[config.mk]
export PLATFORM = sky130hd
export DESIGN_NAME = uart_rx_os
export DESIGN_NICKNAME = d
export VERILOG_FILES = /design/src/rtl/uart_rx_os.sv
export SDC_FILE = /design/constraint.sdc
export NUM_CORES = 1
export LEC_CHECK = 0
export ABC_CLOCK_PERIOD_IN_PS = 2000
export CAP_MARGIN = 20
export CORE_ASPECT_RATIO = 0.75
export CORE_MARGIN = 1
export CORE_UTILIZATION = 56
export CTS_CLUSTER_SIZE = 25
export DETAILED_ROUTE_END_ITERATION = 8
export GPL_ROUTABILITY_DRIVEN = 0
export PLACE_DENSITY = 0.79
export SLEW_MARGIN = 10
export SYNTH_ARGS = -nofsm -noshare
export SYNTH_HDL_FRONTEND = slang
export SYNTH_SLANG_ARGS = --single-unit
[constraint.sdc]
create_clock -name clk -period 2 [get_ports clk]
set_clock_uncertainty 0.15 [all_clocks]
set_input_delay 0.5 -clock clk [delete_from_list [all_inputs] [get_ports clk]]
set_output_delay 0.5 -clock clk [all_outputs]
set_load 0.01 [all_outputs]
[src/rtl/uart_rx_os.sv]
// uart_rx_os: oversampling UART receiver with majority-vote bit decisions.
//
// Ports:
//   clk        rising-edge clock
//   rst_n      asynchronous active-low reset
//   rx         asynchronous serial input, idles high
//   i_rdy      downstream ready
//   o_vld      received frame available (held until o_vld && i_rdy)
//   o_data     received data word, first bit on the line is bit 0
//   pc_pass    parity check result, valid with o_vld
//   frame_err  a stop bit was sampled low, valid with o_vld
//   break_det  one-cycle pulse when a break frame completes
//   overrun    sticky: a completed frame was dropped while output was held
//
// Handshake: o_vld rises the cycle after a frame completes and stays high,
// with o_data/pc_pass/frame_err stable, until a cycle where o_vld && i_rdy;
// that handshake takes effect at the next clock edge.
module uart_rx_os #(
  parameter int    DATA_WIDTH   = 8,
  parameter string PARITY_CHECK = "NONE",
  parameter int    STOP_BITS    = 1,
  parameter int    CLKS_PER_BIT = 16
) (
  input  logic                  clk,
  input  logic                  rst_n,
  input  logic                  rx,
  input  logic                  i_rdy,
  output logic                  o_vld,
  output logic [DATA_WIDTH-1:0] o_data,
  output logic                  pc_pass,
  output logic                  frame_err,
  output logic                  break_det,
  output logic                  overrun
);

  if (DATA_WIDTH < 5 || DATA_WIDTH > 9) begin : g_bad_dw
    $fatal(1, "uart_rx_os: DATA_WIDTH must be 5..9");
  end
  if (PARITY_CHECK != "NONE" && PARITY_CHECK != "ODD" && PARITY_CHECK != "EVEN") begin : g_bad_par
    $fatal(1, "uart_rx_os: PARITY_CHECK must be NONE, ODD or EVEN");
  end
  if (STOP_BITS < 1 || STOP_BITS > 2) begin : g_bad_stop
    $fatal(1, "uart_rx_os: STOP_BITS must be 1 or 2");
  end
  if (CLKS_PER_BIT < 3 || CLKS_PER_BIT > 1024) begin : g_bad_cpb
    $fatal(1, "uart_rx_os: CLKS_PER_BIT must be 3..1024");
  end

  localparam int CNT_W = $clog2(CLKS_PER_BIT);
  localparam int MID   = CLKS_PER_BIT / 2;
  localparam bit PAR_EN  = (PARITY_CHECK != "NONE");
  localparam bit PAR_ODD = (PARITY_CHECK == "ODD");
  localparam logic [CNT_W-1:0] SMP_A    = CNT_W'(MID - 1);
  localparam logic [CNT_W-1:0] SMP_B    = CNT_W'(MID);
  localparam logic [CNT_W-1:0] SMP_VOTE = CNT_W'(MID + 1);
  localparam logic [CNT_W-1:0] CNT_LAST = CNT_W'(CLKS_PER_BIT - 1);
  localparam logic [3:0]       LAST_DATA = 4'(DATA_WIDTH - 1);
  localparam logic             LAST_STOP = 1'(STOP_BITS - 1);

  typedef enum logic [2:0] {
    IDLE     = 3'd0,
    START    = 3'd1,
    DATA     = 3'd2,
    PARITY   = 3'd3,
    STOP     = 3'd4,
    BRK_WAIT = 3'd5
  } state_t;

  state_t                  state_q, state_d;
  logic                    rx_s1, rx_s2, rx_s3;
  logic [1:0]              fill_q;
  logic                    armed_q;
  logic [CNT_W-1:0]        cnt_q;
  logic                    samp_a, samp_b;
  logic [3:0]              bit_idx_q;
  logic                    stop_idx_q;
  logic [DATA_WIDTH-1:0]   shreg_q;
  logic                    par_q;
  logic                    stop_err_q;
  logic                    stop0_bad_q;

  logic vote, at_vote, fall, complete, is_brk, fin_ferr, fin_stop0_bad, fin_pc;

  // rx_s3 is the previous synchronized value, used only for edge detection.
  // armed_q blocks start detection until a genuine synchronized high has been
  // observed after reset (fill_q marks when rx_s2 holds a real pin sample), so
  // a line held low through reset release cannot fake a start edge.
  always_ff @(posedge clk or negedge rst_n) begin
    if (!rst_n) begin
      rx_s1   <= 1'b1;
      rx_s2   <= 1'b1;
      rx_s3   <= 1'b1;
      fill_q  <= 2'b00;
      armed_q <= 1'b0;
    end else begin
      rx_s1   <= rx;
      rx_s2   <= rx_s1;
      rx_s3   <= rx_s2;
      fill_q  <= {fill_q[0], 1'b1};
      armed_q <= armed_q | (fill_q[1] & rx_s2);
    end
  end

  assign vote    = (samp_a & samp_b) | (samp_a & rx_s2) | (samp_b & rx_s2);
  assign at_vote = (cnt_q == SMP_VOTE);
  assign fall    = armed_q & rx_s3 & ~rx_s2;

  // Completion-time flags include the stop bit being voted this cycle.
  assign fin_ferr      = stop_err_q | ~vote;
  assign fin_stop0_bad = (stop_idx_q == 1'b0) ? ~vote : stop0_bad_q;
  assign fin_pc        = PAR_EN ? ((^shreg_q ^ par_q) == PAR_ODD) : 1'b1;
  assign is_brk        = (shreg_q == '0) && (!PAR_EN || !par_q) && fin_stop0_bad;

  always_comb begin
    state_d  = state_q;
    complete = 1'b0;
    case (state_q)
      IDLE:     if (fall) state_d = START;
      START:    if (at_vote) state_d = vote ? IDLE : DATA;
      DATA:     if (at_vote && bit_idx_q == LAST_DATA) state_d = PAR_EN ? PARITY : STOP;
      PARITY:   if (at_vote) state_d = STOP;
      STOP: begin
        if (at_vote && stop_idx_q == LAST_STOP) begin
          complete = 1'b1;
          state_d  = is_brk ? BRK_WAIT : IDLE;
        end
      end
      BRK_WAIT: if (rx_s2) state_d = IDLE;
      default:  state_d = IDLE;
    endcase
  end

  always_ff @(posedge clk or negedge rst_n) begin
    if (!rst_n) state_q <= IDLE;
    else        state_q <= state_d;
  end

  // Bit timing and shift datapath. The counter is held at 0 in IDLE so it
  // starts from 0 on the cycle the FSM enters START.
  always_ff @(posedge clk or negedge rst_n) begin
    if (!rst_n) begin
      cnt_q       <= '0;
      samp_a      <= 1'b1;
      samp_b      <= 1'b1;
      bit_idx_q   <= '0;
      stop_idx_q  <= 1'b0;
      shreg_q     <= '0;
      par_q       <= 1'b0;
      stop_err_q  <= 1'b0;
      stop0_bad_q <= 1'b0;
    end else begin
      if (state_q == IDLE)       cnt_q <= '0;
      else if (cnt_q == CNT_LAST) cnt_q <= '0;
      else                        cnt_q <= cnt_q + CNT_W'(1);
      if (cnt_q == SMP_A) samp_a <= rx_s2;
      if (cnt_q == SMP_B) samp_b <= rx_s2;
      if (at_vote) begin
        case (state_q)
          START: begin
            bit_idx_q   <= '0;
            stop_idx_q  <= 1'b0;
            stop_err_q  <= 1'b0;
            stop0_bad_q <= 1'b0;
            par_q       <= 1'b0;
          end
          DATA: begin
            shreg_q   <= {vote, shreg_q[DATA_WIDTH-1:1]};
            bit_idx_q <= bit_idx_q + 4'd1;
          end
          PARITY: par_q <= vote;
          STOP: begin
            stop_idx_q  <= stop_idx_q + 1'b1;
            stop_err_q  <= fin_ferr;
            stop0_bad_q <= fin_stop0_bad;
          end
          default: ;
        endcase
      end
    end
  end

  // Output holding register. A frame completing while an un-acknowledged
  // frame is held is dropped; a same-cycle handshake frees the slot instead.
  always_ff @(posedge clk or negedge rst_n) begin
    if (!rst_n) begin
      o_vld     <= 1'b0;
      o_data    <= '0;
      pc_pass   <= 1'b1;
      frame_err <= 1'b0;
      break_det <= 1'b0;
      overrun   <= 1'b0;
    end else begin
      break_det <= complete & is_brk;
      if (complete) begin
        if (!o_vld || i_rdy) begin
          o_vld     <= 1'b1;
          o_data    <= shreg_q;
          pc_pass   <= fin_pc;
          frame_err <= fin_ferr;
        end else begin
          overrun <= 1'b1;
        end
      end else if (o_vld && i_rdy) begin
        o_vld   <= 1'b0;
        overrun <= 1'b0;
      end
    end
  end

endmodule

==> results of run 1 <==
-- power by group through the flow --
stage	Sequential (uW)	Combinational, uW	Clock, uW
after global routing	1150	730	870
after detailed placement	1140	640	0
after floorplan	1080	556	0
final	1130	653	823
after global placement	1130	600	0
after CTS	1130	646	838
-- synthesized netlist by cell type (all sizes together) --
library cell   n  area share, %
a31oi          1           0.32
nand2b         1           0.32
o211ai         1           0.38
xnor2          1           0.44
nor4           4            1.6
nor2           6            1.1
a311oi         1           0.44
nand3          5            2.5
conb           1           0.19
a32o           1           0.51
mux2          18             12
and3b          1           0.51
mux2i          1           0.51
nor3b          3            1.7
nand2         16            3.0
nand4          2           0.63
o21ai         10            2.5
dfrtp         37             47
inv            6            1.1
and2           1           0.32
ha             4            2.5
a22oi          2           0.76
and4bb         2            1.3
a21oi          3           0.76
clkbuf         2           0.38
a21bo          1           0.51
nor3           3           0.76
a22o           4            1.8
maj3           1           0.57
nand4b         2           0.88
o22ai          1           0.32
a21o           3            1.1
buf            6            2.6
dfstp          5            6.6
o2bb2ai        1           0.44
nor2b          3           0.95
nand3b         3            1.1
-- layer usage --
layer  GRT usage, %  vias to the layer above
met5              0                        -
met4           14.7                        0
met3           6.48                        8
met2           35.1                       31
met1           27.5                      671
li1               -                      626
-- state kept, by name (all words and copies together) (netlist names) --
register,cells
o_data,8
shreg_q,8
bit_idx_q,4
cnt_q,4
state_q,3
fill_q,2
armed_q,1
break_det,1
frame_err,1
o_vld,1
overrun,1
rx_s1,1
rx_s2,1
rx_s3,1
samp_a,1
samp_b,1
stop0_bad_q,1
stop_err_q,1
stop_idx_q,1
-- area by class of cell --
type | instances | area [um2]
repair buffers | 21 | 203
inverters | 6 | 22.5
well taps | 40 | 50.0
clock inverters | 2 | 60.1
multi-input cells | 108 | 847
flip-flops and latches | 42 | 1060
fillers | 235 | 1010
clock buffers | 6 | 82.6
-- stage by stage --
stage          hold WS, ns  total power (uW)  worst slack, ns  area (um2)  utilization [%]
3_3_place_gp         0.182              1730           0.0961        2180             65.4
3_5_place_dp         0.188              1780           0.0610        2180             65.4
2_1_floorplan       0.0544              1640            0.321        1990                -
4_1_cts             0.0149              2610            0.109        2320             69.7
5_1_grt             0.0280              2750           0.0485        2320             69.7
6_report           0.00589              2610            0.115        2320             69.7
-- cell usage in the layout, fill, tap and decap left out, types with 3 or more instances in the layout --
master | Yosys | final
nand3b_1 | 3 | 3
mux2_2 | 10 | 10
clkbuf_8 | 0 | 6
nor2b_1 | 3 | 3
a22o_1 | 4 | 4
clkdlybuf4s50_1 | 0 | 14
a21o_1 | 3 | 3
dfrtp_1 | 37 | 37
o21ai_0 | 9 | 9
nor3_1 | 3 | 3
mux2_4 | 8 | 8
nand3_1 | 3 | 3
buf_4 | 1 | 5
nor2_1 | 6 | 6
nand2_1 | 16 | 16
inv_1 | 6 | 6
nor4_1 | 3 | 3
dfstp_2 | 5 | 5
ha_1 | 4 | 4
a21oi_1 | 3 | 3
-- kinds of logic after synthesis --
| group | after synthesis | share of synthesized area, % |
|---|---|---|
| and+or+nand+nor | 52 | 16.7 |
| AOI/OAI and AO/OA | 29 | 9.85 |
| adders and majority gates | 5 | 3.09 |
| DFF | 42 | 53.3 |
| buffers and inverters | 14 | 4.10 |
| xor gates and xnor gates | 1 | 0.442 |
| muxes | 19 | 12.2 |
| other | 1 | 0.189 |
-- path summary, 6_finish.rpt --
kind | slack (ns) | startpoint | end
worst max-delay path | 0.12 | o_vld | o_vld
worst min-delay path | 0.006 | rst_n | overrun
worst max register to register | 0.16 | cnt_q[1] | shreg_q[6]
worst min register to register | 0.20 | fill_q[0] | fill_q[1]
max in group asynchronous | 1.13 | rst_n | rx_s3
min in group clk | 0.20 | fill_q[0] | fill_q[1]
==> results.md, run 1 <==
* DR WL/cell at about 16 um
* Flop pwr share at a little over two fifths
* Cell Chain, Critical Path: clkdlybuf4s50_1
* Critical-path top delay cell: clkdlybuf4s50_1
* Critical path data arrival time at 1.23 ns
* Internal at 1810 uW
* Worst-path fanout max at 4
* Initial core utilization at 59.5%
* Max-Cap Viols at 0
* Crit path kind: reg -> out
* Tcrit/Tclk final at 94.2%
* Drt first-iter violations at 36
* Post-CTS setup buffer count at 0
* Yosys warning count at 0
* Final #Nets at approximately 190
* CTS resizes at 0
* Leakage at 0.00107 uW
* Clock power share at 31.5%
* Met2 wire len at 1.74 mm
* Worst rel slew slack at roughly 67%
* Average size of a mapped cell at 12.2 um2
* Seq/Total Area, Yosys at 53.3%
* GRT Overall Usage at 22.3%
* Via/cell ratio at 5.94
* FF+latch count, synth at 42
* CP Launch Type: flop
* CTS Root Cell: clkbuf_8
* Yosys cell types at 45
* Tmin final at between 1.5 and 2 ns
* Clk slew on worst S/H paths at 0.08 ns
* HP Class: in -> async
* Placed cell count at 217
* Layout area overhead at 17.2%
* Met1 WL at 1.69 mm
* Crit end category: primary output
* Status: finished, violations left
* F_max at roughly 530 MHz
* Die area at approximately 0.0038 mm2
* Final max-slew violation count at 0
* Setup TNS Final at 0 ns
* CTS Buf Count at 5
* Chip Width at 70.7 um
* Global route overflow at 0
* Hpwl dp at 2.59 mm
* Setup-failing EPs final at 0
* CTS tree: built
* R2R depth at 5
* Core footprint at 0.00333 mm2
* CP Data Required Time at ~1.4 ns
* Post-route DRC at 7
* Pwr dens at 1120 mW/mm2
* IO buf count at 15
* Share of post-route cells with drive strength above 1 at 24.9%
* Vias at 1336
* Global-route wire length before repair at just over 6 mm
* Post-Layout Cell Count at 225
* Die height at 53.5 um
* Detail Route Antenna Nets at 0
* Top routing layer in use: met4
* Clock sink total at 42
* Max stage delay on crit path at 0.55 ns
* Logic pwr share at 25.0%
* # H-tree levels at 2
* Antenna violations before repair at 0
* WP depth at 1
* Peak VDD IR at 0.596 mV
* DR pass1 iterations at 6
* Final Hold Fails at 0
* Buffer and inverter count on the worst path at 1
* Largest net degree at the start of global routing at 23
* # diodes at 0
* Post-Syn Area at around 0.0020 mm2
* Final WL at 3.70 mm
* Family with the most delay on the worst path: buffers and inverters
* P_sw at 801 uW
* Std-Cell Rows at 18
* Pin slew with the least headroom to its limit at about 0.49 ns
* CTS Buffer Depth at 2
* Hold Buf Count CTS at 0
* RSZ-0062 raised after global routing: false
* Met3 WL at 167 um
* Failing checks: design-rule violations
* Vias in the first global route at between 1000 and 1500
* # IOs at 17
* Worst skew pair latency at 0.30 ns
* Switching Fraction at between 30% and 40%
* Cells after Synth at 163
Note: power is estimated with default switching activity, not from simulation.
==> run 2, diff against run 1 <==
CELL_PAD_IN_SITES_DETAIL_PLACEMENT = 1   (was default)
CELL_PAD_IN_SITES_GLOBAL_PLACEMENT = 1   (was default)
CORE_UTILIZATION = 46   (was 56)
==> run 2 against run 1 <==
  * The run now ends clean
  * Combinational power grew 6.3%
  * Utilization fell by 13 points
  * Sequential power is essentially flat
  * Global-route usage grew 0.12 points
  * Wire length increased by 19%
  * Maximum frequency is 1.5% lower
  * Flip-flop and latch count did not move
  * Sequential share of layout area up 0.15 points
  * Final area fell by 0.32%
  * Power shrank 8.7%
==> results.md, run 2 (synthesized netlist as in run 1, its figures left out) <==
* Clock sink total at 42 (unchanged)
* Global route overflow at 0 (unchanged)
* Layout area overhead at 16.8%
* Final #Nets at 195 (+1.6%)
* Cell Chain, Critical Path: inv_1 -> ha_1 -> and4bb_2 -> nand3_4 -> nor3b_1 -> a21oi_1
* Min-delay src: rx_s1
* Setup-failing EPs final at 0 (unchanged)
* Final Hold Fails at 0 (unchanged)
* Max-Cap Viols at 0 (unchanged)
* Hold Buf Count CTS at 1 (+1)
* Largest net degree at the start of global routing at 25 (+8.7%)
* CTS Buf Count at 5 (unchanged)
* Worst skew pair latency at 0.30 ns (about the same)
* CP Data Required Time at 2.02 ns (+0.67 ns)
* Max stage delay on crit path at 0.41 ns (-0.14 ns)
* GRT Overall Usage at 22.4% (+0.12 points)
* R2R depth at 6 (+1)
* DR pass1 iterations at 4 (-2)
* Std-Cell Rows at 20 (+2)
* Global-route wire length before repair at 7.39 mm (+22%)
* Setup TNS Final at 0 ns (unchanged)
* Tcrit/Tclk final at 95.7% (+1.4 points)
* Most frequent cells in the layout: dfrtp_1, nand2_1, clkdlybuf4s50_1, mux2_2, o21ai_0
* Post-route DRC at 0 (-7)
* DR WL/cell at 18.1 um (+10%)
* CP Launch Type: flop
* Worst-path fanout max at 10 (+6)
* Die height at 58.8 um (+9.9%)
* CTS tree: built
* Cell depth of the worst hold path at 0
* Critical path data arrival time at 1.93 ns (+0.70 ns)
* Commonest non-fill, non-tap cell in the layout: dfrtp_1
* # IOs at 17 (unchanged)
* Peak VDD IR at 0.508 mV (-15%)
* Family with the most delay on the worst path: simple AND/OR/NAND/NOR gates
* Drt first-iter violations at 84 (+130%)
* # H-tree levels at 2 (unchanged)
* Core footprint at 0.00408 mm2 (+22%)
* Critical-path top delay cell: dfrtp_1
* Initial core utilization at 48.6% (-11 points)
* Register-to-Register Setup Slack at 0.09 ns (-0.07 ns)
* CTS Buffer Depth at 2 (unchanged)
* RSZ-0062 raised after global routing: false
* Leakage at 0.00106 uW (-0.80%)
* IO buf count at 15 (unchanged)
* Die area at 0.00458 mm2 (+21%)
* Hold Path End: rx_s2
* CTS resizes at 0 (unchanged)
* Via/cell ratio at 5.56 (-6.3%)
* Tmin final at 1.91 ns (+0.0286 ns)
* Crit end category: flop
* Final WL at 4.41 mm (+19%)
* Share of post-route cells with drive strength above 1 at 25.0% (+0.14 points)
* Antenna violations before repair at 0 (unchanged)
* Post-CTS setup buffer count at 0 (unchanged)
* CTS Root Cell: clkbuf_8
* Vias in the first global route at 1459 (+14%)
* Clk slew on worst S/H paths at 0.08 ns (about the same)
* # diodes at 0 (unchanged)
* Chip Width at 77.8 um (+10%)
* Largest regs: o_data: 8 flops, shreg_q: 8 flops
* WP depth at 6 (+5)
* Vias at 1352 (+1.2%)
* Detail Route Antenna Nets at 0 (unchanged)
* Status: finished clean
* Crit path kind: reg -> reg
* Worst r2r dst: frame_err
* Pwr dens at 1030 mW/mm2 (-8.4%)
* Worst r2r src: cnt_q[1]
* Buffer and inverter count on the worst path at 1 (unchanged)
* Overall Power at 2380 uW (-8.7%)
* F_max at 523 MHz (-1.5%)
* HP Class: reg -> reg
* Hpwl dp at 3.26 mm (+26%)
* Final max-slew violation count at 0 (unchanged)
[run 2: worst max path at each step]
| stage | start | endpoint | slack [ns] |
|---|---|---|---|
| floorplan | cnt_q[0] | shreg_q[7] | 0.32 |
| global placement | i_rdy | o_data[2] | 0.10 |
| detailed placement | i_rdy | o_data[5] | 0.02 |
| CTS | o_vld | o_vld | 0.1 |
| global route | cnt_q[1] | frame_err | 0.02 |
| finish | cnt_q[1] | frame_err | 0.09 |
[run 2: power by group]
| part | internal, uW | switching [uW] | total (uW) | leakage (uW) |
|---|---|---|---|---|
| clock | 278 | 278 | 556 | 0.0000482 |
| combinational | 305 | 390 | 694 | 0.000490 |
| sequential | 985 | 146 | 1130 | 0.000527 |
[run 2: cell type report]
type / instances / area [um2]
fillers: 440 / 1760
flip-flops and latches: 42 / 1060
multi-input cells: 108 / 847
repair buffers: 24 / 228
clock buffers: 7 / 86.3
well taps: 55 / 68.8
inverters: 6 / 22.5
clock inverters: 1 / 5.00
[run 2: per-layer routing]
metal,vias to the layer above,track usage [%],share of wire [%]
li1,633,-,-
met1,690,27.3,44
met2,24,38.8,50
met3,5,5.58,4.2
met4,0,8.89,1.1
met5,-,0,0
[run 2: through the flow]
stage               instances  hold slack (ns)  setup slack (ns)  instance area [um2]  utilization (%)
CTS                       243            0.212            0.0953                 2310             56.7
global route              243            0.216            0.0208                 2310             56.7
global placement          234            0.185             0.101                 2210             54.3
finish                    243            0.210            0.0867                 2310             56.7
floorplan                 164           0.0544             0.321                 1990                -
detailed placement        234            0.197            0.0192                 2210             54.3
